### src/rtl/sigmoid_lut_writer.sv
// Runtime loader for the sigmoid activation LUT: streams entries into the LUT write
// port, then reads them back and compares a readback checksum against the write checksum.
module sigmoid_lut_writer #(
  parameter int ADDR_W = 10,
  parameter int DATA_W = 10,
  parameter int SUM_W  = 20
) (
  input  logic              clock,
  input  logic              reset,
  input  logic              io_start,
  input  logic [ADDR_W:0]   io_count,
  input  logic              io_in_valid,
  output logic              io_in_ready,
  input  logic [DATA_W-1:0] io_in_bits,
  output logic              io_wrEn,
  output logic [ADDR_W-1:0] io_wrAddr,
  output logic [DATA_W-1:0] io_wrData,
  output logic [ADDR_W-1:0] io_rdAddr,
  input  logic [DATA_W-1:0] io_rdData,
  output logic              io_busy,
  output logic              io_done,
  output logic              io_pass,
  output logic [SUM_W-1:0]  io_wrSum
);

  localparam logic [ADDR_W:0]   DEPTH    = {1'b1, {ADDR_W{1'b0}}};
  localparam logic [ADDR_W:0]   CNT_ONE  = {{ADDR_W{1'b0}}, 1'b1};
  localparam logic [ADDR_W-1:0] ADDR_ONE = {{(ADDR_W-1){1'b0}}, 1'b1};

  typedef enum logic [2:0] {
    S_IDLE,
    S_LOAD,
    S_FLUSH,
    S_VERIFY,
    S_DONE
  } state_t;

  function automatic logic [ADDR_W:0] clamp_count(input logic [ADDR_W:0] cnt);
    return (cnt > DEPTH) ? DEPTH : cnt;
  endfunction

  state_t             state;
  logic [ADDR_W:0]    n_lat;
  logic [ADDR_W:0]    wr_cnt;
  logic [SUM_W-1:0]   wr_sum;
  logic [SUM_W-1:0]   rd_sum;
  logic [SUM_W-1:0]   rd_sum_nxt;
  logic [ADDR_W:0]    n_req;
  logic               accept;
  logic               last_wr;
  logic               last_rd;

  assign n_req      = clamp_count(io_count);
  assign accept     = (state == S_LOAD) && io_in_valid && io_in_ready;
  assign last_wr    = (wr_cnt == n_lat - CNT_ONE);
  assign last_rd    = ({1'b0, io_rdAddr} == n_lat - CNT_ONE);
  assign rd_sum_nxt = rd_sum + SUM_W'(io_rdData);

  always_ff @(posedge clock or negedge reset) begin
    if (!reset) begin
      state       <= S_IDLE;
      n_lat       <= '0;
      wr_cnt      <= '0;
      wr_sum      <= '0;
      rd_sum      <= '0;
      io_in_ready <= 1'b0;
      io_wrEn     <= 1'b0;
      io_wrAddr   <= '0;
      io_wrData   <= '0;
      io_rdAddr   <= '0;
      io_busy     <= 1'b0;
      io_done     <= 1'b0;
      io_pass     <= 1'b0;
      io_wrSum    <= '0;
    end else begin
      io_wrEn <= accept;
      io_done <= 1'b0;
      case (state)
        S_IDLE: begin
          if (io_start) begin
            wr_cnt <= '0;
            wr_sum <= '0;
            rd_sum <= '0;
            n_lat  <= n_req;
            if (n_req == '0) begin
              io_pass  <= 1'b1;
              io_wrSum <= '0;
              io_done  <= 1'b1;
              state    <= S_DONE;
            end else begin
              io_pass     <= 1'b0;
              io_in_ready <= 1'b1;
              io_busy     <= 1'b1;
              state       <= S_LOAD;
            end
          end
        end
        // accepted beat is registered onto the write port one cycle later
        S_LOAD: begin
          if (accept) begin
            io_wrAddr <= wr_cnt[ADDR_W-1:0];
            io_wrData <= io_in_bits;
            wr_sum    <= wr_sum + SUM_W'(io_in_bits);
            wr_cnt    <= wr_cnt + CNT_ONE;
            if (last_wr) begin
              io_in_ready <= 1'b0;
              state       <= S_FLUSH;
            end
          end
        end
        // final write lands here; readback starts from address 0 next cycle
        S_FLUSH: begin
          io_rdAddr <= '0;
          state     <= S_VERIFY;
        end
        S_VERIFY: begin
          rd_sum <= rd_sum_nxt;
          if (last_rd) begin
            io_rdAddr <= '0;
            io_busy   <= 1'b0;
            io_done   <= 1'b1;
            io_pass   <= (rd_sum_nxt == wr_sum);
            io_wrSum  <= wr_sum;
            state     <= S_DONE;
          end else begin
            io_rdAddr <= io_rdAddr + ADDR_ONE;
          end
        end
        S_DONE: begin
          state <= S_IDLE;
        end
        default: begin
          state <= S_IDLE;
        end
      endcase
    end
  end

endmodule

### config.mk
export PLATFORM = sky130hd
export DESIGN_NAME = sigmoid_lut_writer
export DESIGN_NICKNAME = d
export VERILOG_FILES = /design/src/rtl/sigmoid_lut_writer.sv
export SDC_FILE = /design/constraint.sdc
export NUM_CORES = 1
export LEC_CHECK = 0
export CAP_MARGIN = 25
export CORE_ASPECT_RATIO = 1.4
export CORE_MARGIN = 4
export CORE_UTILIZATION = 45
export DETAILED_ROUTE_END_ITERATION = 12
export GPL_TIMING_DRIVEN = 1
export PLACE_DENSITY = 0.72
export SYNTH_ARGS = -nofsm -noshare
export SYNTH_HDL_FRONTEND = slang
export SYNTH_SLANG_ARGS = --single-unit
export TNS_END_PERCENT = 10
### constraint.sdc
create_clock -name clock -period 3.4 [get_ports clock]
set_input_delay 1.02 -clock clock [delete_from_list [all_inputs] [get_ports clock]]
set_output_delay 1.02 -clock clock [all_outputs]
set_load 0.005 [all_outputs]
======== Word level (Yosys, flattened, before mapping) ========
Index checks and enable logic that the tools add are counted.
word-level totals
  logic and storage cells ................. 82
  bits in registers ....................... 120
  input bits .............................. 35
  output and inout bits ................... 55
operators by class
  order comparisons ....................... 1
  mux-type cells .......................... 34
  $add $sub $neg .......................... 5
  eq/ne operators ......................... 12
  reduce and logical (&&, ||, !) cells .... 16
operators by type and width
  cell                                                                   count
  20-bit one-hot mux with 2 select lines                                 3
  20-bit two-way mux                                                     5
  20-bit by 10-bit adder with 20-bit output                              2
  11-bit two-way mux                                                     3
  11-bit one-hot mux with 2 select lines                                 1
  20-bit equality test                                                   1
  10-bit one-hot mux with 2 select lines                                 1
  3-bit two-way mux                                                      5
  2-bit inequality test, second input constant                           6
  3-bit one-hot mux with 4 select lines                                  1
  4-bit AND reduction                                                    3
  11-bit by 1-bit adder with 11-bit output, second input constant        1
  10-bit by 11-bit equality test with 1-bit output                       1
  11-bit equality test                                                   1
  11-bit greater-than comparator, second input constant                  1
  11-bit zero test                                                       1
  11-bit by 1-bit subtractor with 11-bit output, second input constant   1
  10-bit by 1-bit adder with 10-bit output, second input constant        1
  1-bit two-way mux                                                      10
  10-bit two-way mux                                                     1
  1-bit one-hot mux with 2 select lines                                  4
  3-bit by 2-bit equality test with 1-bit output, second input constant  2
  2-bit AND reduction                                                    3
  3-bit AND reduction                                                    2
  other kinds (5)                                                        8

======== Longest topological paths before layout ========
Gate-level depths: netlist (run 1).
  depth in word-level cells ............... 6
  depth in mapped cells ................... 11
  gate-level depth less buffers ........... 10

======== Worst setup path before layout (run 1) ========
No wires, ideal clock.
  kind .................................... in2reg
  start point ............................. input io_rdData[0]
  end point ............................... register io_pass
  setup slack ............................. 92 ps
  path buffers ............................ 0
  data arrival time ....................... 3,221 ps
  data required time ...................... 3,313 ps
  library setup time ...................... 87 ps
  stages .................................. 10
  path through ............................ ha_1 -> fa_1 -> and3_1 -> o211ai_1 -> a31oi_1 -> a2111oi_0 -> o32ai_1 -> nor4_1 -> nand4_1 -> a22oi_1
on the way
  cells in the longest elaborated chain, start to end .. 4
ends and longest elaborated chain
  item                                       RTL line  RTL
  from (decl)                                19        input logic [DATA_W-1:0] io_rdData,
  20-bit by 10-bit adder with 20-bit output  57        assign rd_sum_nxt = rd_sum + SUM_W'(io_rdData);
  20-bit equality test                       122       io_pass <= (rd_sum_nxt == wr_sum);
  1-bit two-way mux                          118       if (last_rd) begin
  1-bit one-hot mux with 2 select lines      78        case (state)
  to (signal assigned)                       122
  to (decl)                                  22        output logic io_pass,
No other way between the ends. The select of a mux whose other input is x is not followed.
A chain may end at the register's enable or synchronous reset.

======== Worst setup path after layout (run 1) ========
Ends and elaborated chain as after synthesis.

==> results of run 1 <==
## cells by family after synthesis
kind of cell,after synthesis
xor+xnor,72
mux,24
flops,120
fa+ha+maj,25
simple gates,299
compound gates,169
buf+inv,60
## tightest hold or removal path, stage by stage (launching register included)
cell	delay, ns
dfrtp_1	0.34
nand3_1	0.06
nand2_1	0.05
## routing by layer
| layer | vias to the layer above | track usage | part of all wire |
|---|---|---|---|
| met5 | - | 0 | 0 |
| met4 | 0 | 0.0945 | 0.027 |
| met3 | 36 | 0.0408 | 0.042 |
| met2 | 159 | 0.413 | 0.53 |
| met1 | 3211 | 0.270 | 0.40 |
| li1 | 3043 | - | - |
## flip-flops by register name, indices dropped and copies added, names as in the netlist, 3 cells and up
register and flops:
io_wrData 10, io_wrSum 20, state 3, wr_cnt 11
n_lat 11, io_rdAddr 10, rd_sum 20, io_wrAddr 10
wr_sum 20
## final cells by class
type | count | area share
Multi-Input combinational cell | 589 | 0.423
Sequential cell | 120 | 0.326
Timing Repair Buffer | 155 | 0.152
Clock buffer | 19 | 0.0480
Tap cell | 196 | 0.0266
Clock inverter | 13 | 0.0159
Inverter | 22 | 0.00896
## worst min path at each step
stage,startpoint,to,slack (ns)
after global placement,io_wrSum[6]$_DFFE_PN0P_,io_wrSum[6]$_DFFE_PN0P_,0.47
after CTS,io_wrSum[6]$_DFFE_PN0P_,io_wrSum[6]$_DFFE_PN0P_,0.49
after global routing,io_wrSum[6]$_DFFE_PN0P_,io_wrSum[6]$_DFFE_PN0P_,0.51
after detailed placement,io_wrSum[6]$_DFFE_PN0P_,io_wrSum[6]$_DFFE_PN0P_,0.48
after floorplan,rd_sum[19]$_DFFE_PN0P_,rd_sum[19]$_DFFE_PN0P_,0.46
final,io_wrSum[6]$_DFFE_PN0P_,io_wrSum[6]$_DFFE_PN0P_,0.49
## placed cells by master (no fill, tap or decap), types with 21 or more instances in the layout
cell type | netlist | layout
o21ai_0 | 60 | 60
mux2_2 | 21 | 21
nor2_1 | 45 | 45
buf_4 | 0 | 65
nand3_1 | 63 | 63
inv_1 | 22 | 22
a21oi_1 | 31 | 30
xnor2_1 | 34 | 34
ha_1 | 23 | 21
nand2_1 | 94 | 94
xor2_1 | 34 | 34
clkdlybuf4s50_1 | 0 | 86
dfrtp_1 | 120 | 120
## power by group
part	switching, mW	internal (mW)	total, mW
logic	1.59	1.58	3.17
registers	0.414	1.76	2.17
clock network	0.710	1.10	1.81
## timing repair
item,in CTS,in global routing
pin swaps,8,3
hold buffers,0,0
setup buffers,1,2
gates resized for setup,6,4
endpoints found under the setup margin,1,6
==> results.toml, run 1 <==
[run_status]
status = "finished clean"

[die]
die_height_um = 157
rows = 54
initial_core_util = 0.459
ios = 90
dieArea_um2 = 17900
die_width_um = 114
core_area_um2 = 15500

[detailed_routing]
drt-pass1-iter-count = 5
antenna_left = 0
drc = 0
vias = 6449
wirelength_um = 19900
drt_iter0_drc = 458
routedWlPerCell_um = 17.9
via_per_inst = 5.79

[synth]
synth_top_family_by_area = "simple AND/OR/NAND/NOR gates"
synth_top_area_share = 0.421
seq_area_frac_synth = 0.421
synth_seq_cells = 120
synth-edff-count = 0
synth_xor_area_frac = 0.0953
async_reset_ff_frac = 1.00
syn_nets = 829
syn_area_um2 = 7130
yosysUniqueCellTypes = 66
synth-adder-area-share = 0.0460
synth-compound-area-share = 0.154
syn_avg_cell_area_um2 = 9.27
synth_area_leaders = "dfrtp_1 42%, nand2_1 4.9%, nand3_1 4.4%"
yosysTopAreaCell = "dfrtp_1"
muxShareOfSynthArea = 0.0374
ys_warn_count = 0
synth_ff_type = "dfrtp_1"
synth_commonest_cells = "120 x dfrtp_1, 94 x nand2_1, 63 x nand3_1"
synth_most_common_cell = "dfrtp_1"
synth-simple-area-share = 0.210
postSynthCellCount = 769

[finish]
regArea_um2 = 3000
fin_nets = 965
utilization = 0.593
drive_above_1_share = 0.154
n_fill_cell = 1371
final_area_um2 = 9220
final_cells = 1114
syn_to_final_growth_pct = 29.3
diodes = 0
multi_input_area_um2 = 3900

[clocking]
clockRootBuffer = "clkbuf_16"
cts_inserted_buffers = 17
clkSlewWorstSetupHoldPaths_ns = 0.06
htree_levels = 4
clock_sinks = 120
insertion_delay_ns = 0.43
cts_tree = "done"
clockBufferDepth = 2

[worst_setup_path]
worstPathRequired_ns = 3.74
critical-path-max-stage-delay_ns = 0.51
cp-endpoint = "io_pass$_DFFE_PN0P_"
worstPathArrival_ns = 3.60
critPathTopFamily = "simple AND/OR/NAND/NOR gates"
cp-end-kind = "flip-flop"
cpMostUsedCell = "nand4_1"
cp_slowest_cell = "fa_1"
crit_fanout = 2
startpoint_type = "primary input"
path_cells = "dlygate4sd2_1, ha_2, fa_1, xor2_1, or3_1, a221o_1, a211oi_2, nand4_1, nor4_2, nand4_1, a22oi_1"
reg2reg_to = "io_wrSum[5]$_DFFE_PN0P_"
startpoint = "io_rdData[0]"
rrSetupSlack_ns = 0.44
crit_type = "primary input to flip-flop"
r2r_cells = 10
path_buf_inv = 1
r2r_start = "n_lat[3]$_DFFE_PN0P_"
cp.depth = 11

[timing]
clock_skew_ns = 0.0110
max-slew-margin-rel = 0.455
layout_setup_ws_ns = 0.144
period_minus_slack_ns = 3.26
fmax_mhz = 307
setup_viol_count_final = 0
rsz0062_at_grt = "yes"
slew_viol_final = 0
hold_viol_final = 0
timing.hold.ws_ns = 0.488
worst_pin_slew_ns = 0.814
finalCritPeriodShare = 0.958
fin_tns_setup_ns = 0

[power]
p_per_area_nw_per_um2 = 776
total_power_mw = 7.15
vdd_ir_drop_max_mv = 0.409
leakagePower_nw = 4.13

[hold_path]
hold_depth = 2
hold_class = "flip-flop to flip-flop"

[global_route]
grt_pass1_vias = 6380
grt_overflow = 0
grt_max_degree = 49
antenna_found_initial = 0
grt_pass1_wl_um = 32500
grt.total_usage = 0.230

[place]
place.gp.congestion = 0.969
dpl_cell_area_um2 = 8580
dp_cells = 1079
pre_cts_ws_ns = -0.608
portBuffers = 89
dp_hpwl_um = 14600

[flow_run]
drv_cap = 0
(Power assumes the default switching activity.)
==> run 2: changes to the inputs <==
--- a/config.mk
+++ b/config.mk
@@ -8,10 +8,10 @@
 export CAP_MARGIN = 25
 export CORE_ASPECT_RATIO = 1.4
 export CORE_MARGIN = 4
-export CORE_UTILIZATION = 45
+export CORE_UTILIZATION = 56
 export DETAILED_ROUTE_END_ITERATION = 12
-export GPL_TIMING_DRIVEN = 1
-export PLACE_DENSITY = 0.72
+export GPL_TIMING_DRIVEN = 0
+export PLACE_DENSITY = 0.85
 export SYNTH_ARGS = -nofsm -noshare
 export SYNTH_HDL_FRONTEND = slang
 export SYNTH_SLANG_ARGS = --single-unit
==> constraint.sdc (replaced) <==
create_clock -name clock -period 3.4 [get_ports clock]
set_input_delay 0.51 -clock clock [delete_from_list [all_inputs] [get_ports clock]]
set_output_delay 0.51 -clock clock [all_outputs]
set_load 0.005 [all_outputs]
==> run 2 against run 1 <==
Effect of this change: non-clock buffer count shrank 26; sequential cell count unchanged; global-route usage rose by 6.5 points; final cell count shrank 6.6%; core utilization up 13 points; first-iteration DRC count fell by 5.2%; critical endpoint is now io_wrSum[17]$_DFFE_PN0P_.
==> results.toml, run 2 (synthesis results as in run 1) <==
[run_status]
status = "finished clean"

[power]
p_per_area_nw_per_um2 = 811
leakagePower_nw = 3.93
vdd_ir_drop_max_mv = 0.455

[place]
portBuffers = 89
dp_cells = 1009
dp_hpwl_um = 14600
place.gp.congestion = 0.983

[detailed_routing]
drt-pass1-iter-count = 6
drc = 0
drt_iter0_drc = 434
routedWlPerCell_um = 20.0
via_per_inst = 6.34
antenna_left = 0
wirelength_um = 20900
vias = 6599

[worst_setup_path]
crit_fanout = 10
worstPathArrival_ns = 3.48
worstPathRequired_ns = 3.69
startpoint_type = "flip-flop"
crit_type = "flip-flop to flip-flop"
r2r_cells = 9
cp-end-kind = "flip-flop"

[global_route]
grt.total_usage = 0.295
grt_pass1_vias = 6777
grt_max_degree = 74
grt_overflow = 0
antenna_found_initial = 0
grt_pass1_wl_um = 33500

[timing]
setup_viol_count_final = 0
period_minus_slack_ns = 3.18
worst_pin_slew_ns = 0.852
fin_tns_setup_ns = 0
rsz0062_at_grt = "no"
fmax_mhz = 314
clock_skew_ns = 0.00915
finalCritPeriodShare = 0.936
max-slew-margin-rel = 0.432
slew_viol_final = 0
timing.hold.ws_ns = 0.0128
hold_viol_final = 0

[die]
core_area_um2 = 12400
die_width_um = 103
ios = 90
rows = 48
initial_core_util = 0.576
die_height_um = 141
dieArea_um2 = 14600

[clocking]
htree_levels = 4
clkSlewWorstSetupHoldPaths_ns = 0.06
clockBufferDepth = 2
clock_sinks = 120
cts_inserted_buffers = 17
cts_tree = "done"
postCtsHoldBufs = 0
insertion_delay_ns = 0.42
clockRootBuffer = "clkbuf_16"

[finish]
fin_nets = 939
drive_above_1_share = 0.0932
final_cells = 1041
top_regs = "io_wrSum (20), rd_sum (20), wr_sum (20)"
syn_to_final_growth_pct = 24.7
final_cell_mix = "120 x dfrtp_1, 94 x nand2_1, 88 x clkdlybuf4s50_1"
utilization = 0.718
final_common_cell = "dfrtp_1"
diodes = 0

[hold_path]
hold_class = "primary input to asynchronous set/reset pin"

[flow_run]
drv_cap = 0
run 2: final cells by class:
class	instances	area, um2
multi-input combinational	589	3880
fill	915	3480
sequential	120	3000
timing repair buffer	91	927
clock buffer	18	439
clock inverter	13	191
tap	150	188
buffer	38	174
inverter	22	82.6
run 2: power breakdown:
part	internal (mW)	total, mW	switching (mW)
Sequential	1.76	2.11	0.354
Combinational	1.42	3.14	1.72
Clock	1.25	1.96	0.705
Total	4.43	7.21	2.78
run 2: path summary, 6_finish.rpt:
path | start | end | slack (ns)
min in group clock | rd_sum[19]$_DFFE_PN0P_ | rd_sum[19]$_DFFE_PN0P_ | 0.50
worst max register to register | n_lat[3]$_DFFE_PN0P_ | io_wrSum[17]$_DFFE_PN0P_ | 0.22
max in group asynchronous | reset | rd_sum[10]$_DFFE_PN0P_ | 2.66
worst min register to register | rd_sum[19]$_DFFE_PN0P_ | rd_sum[19]$_DFFE_PN0P_ | 0.50
worst min-delay path | reset | io_rdAddr[3]$_DFFE_PN0P_ | 0.01
worst max-delay path | n_lat[3]$_DFFE_PN0P_ | io_wrSum[17]$_DFFE_PN0P_ | 0.22
run 2: layer usage:
metal  global-route usage  vias up  part of all wire
met5                    0        -                 0
met4                0.153        0             0.049
met3               0.0630       84             0.065
met2                0.511      321              0.52
met1                0.334     3199              0.36
li1                     -     2995                 -
run 2: worst max-delay path: stages, from the launching register on:
cell	delay, ns
dfrtp_1	0.47
or4_4	0.62
nor3_1	0.32
xnor2_1	0.17
nand3_1	0.11
nor4_2	0.47
nand2_1	0.36
buf_2	0.32
nand3_1	0.11
o21ai_0	0.10
run 2: per-stage QoR:
stage	area, um2	setup WS, ns	total power [mW]
after detailed placement	8240	-0.435	5.14
final	8890	0.216	7.21
after global placement	8210	-2.86	5.03
after floorplan	7130	0.602	4.19
after global routing	8890	0.0716	7.60
after CTS	8870	0.00946	7.17
run 2: what timing repair did:
action                                  CTS  global route
resized for setup                         0             4
endpoints found under the setup margin    0             1
setup buffers                             0             1
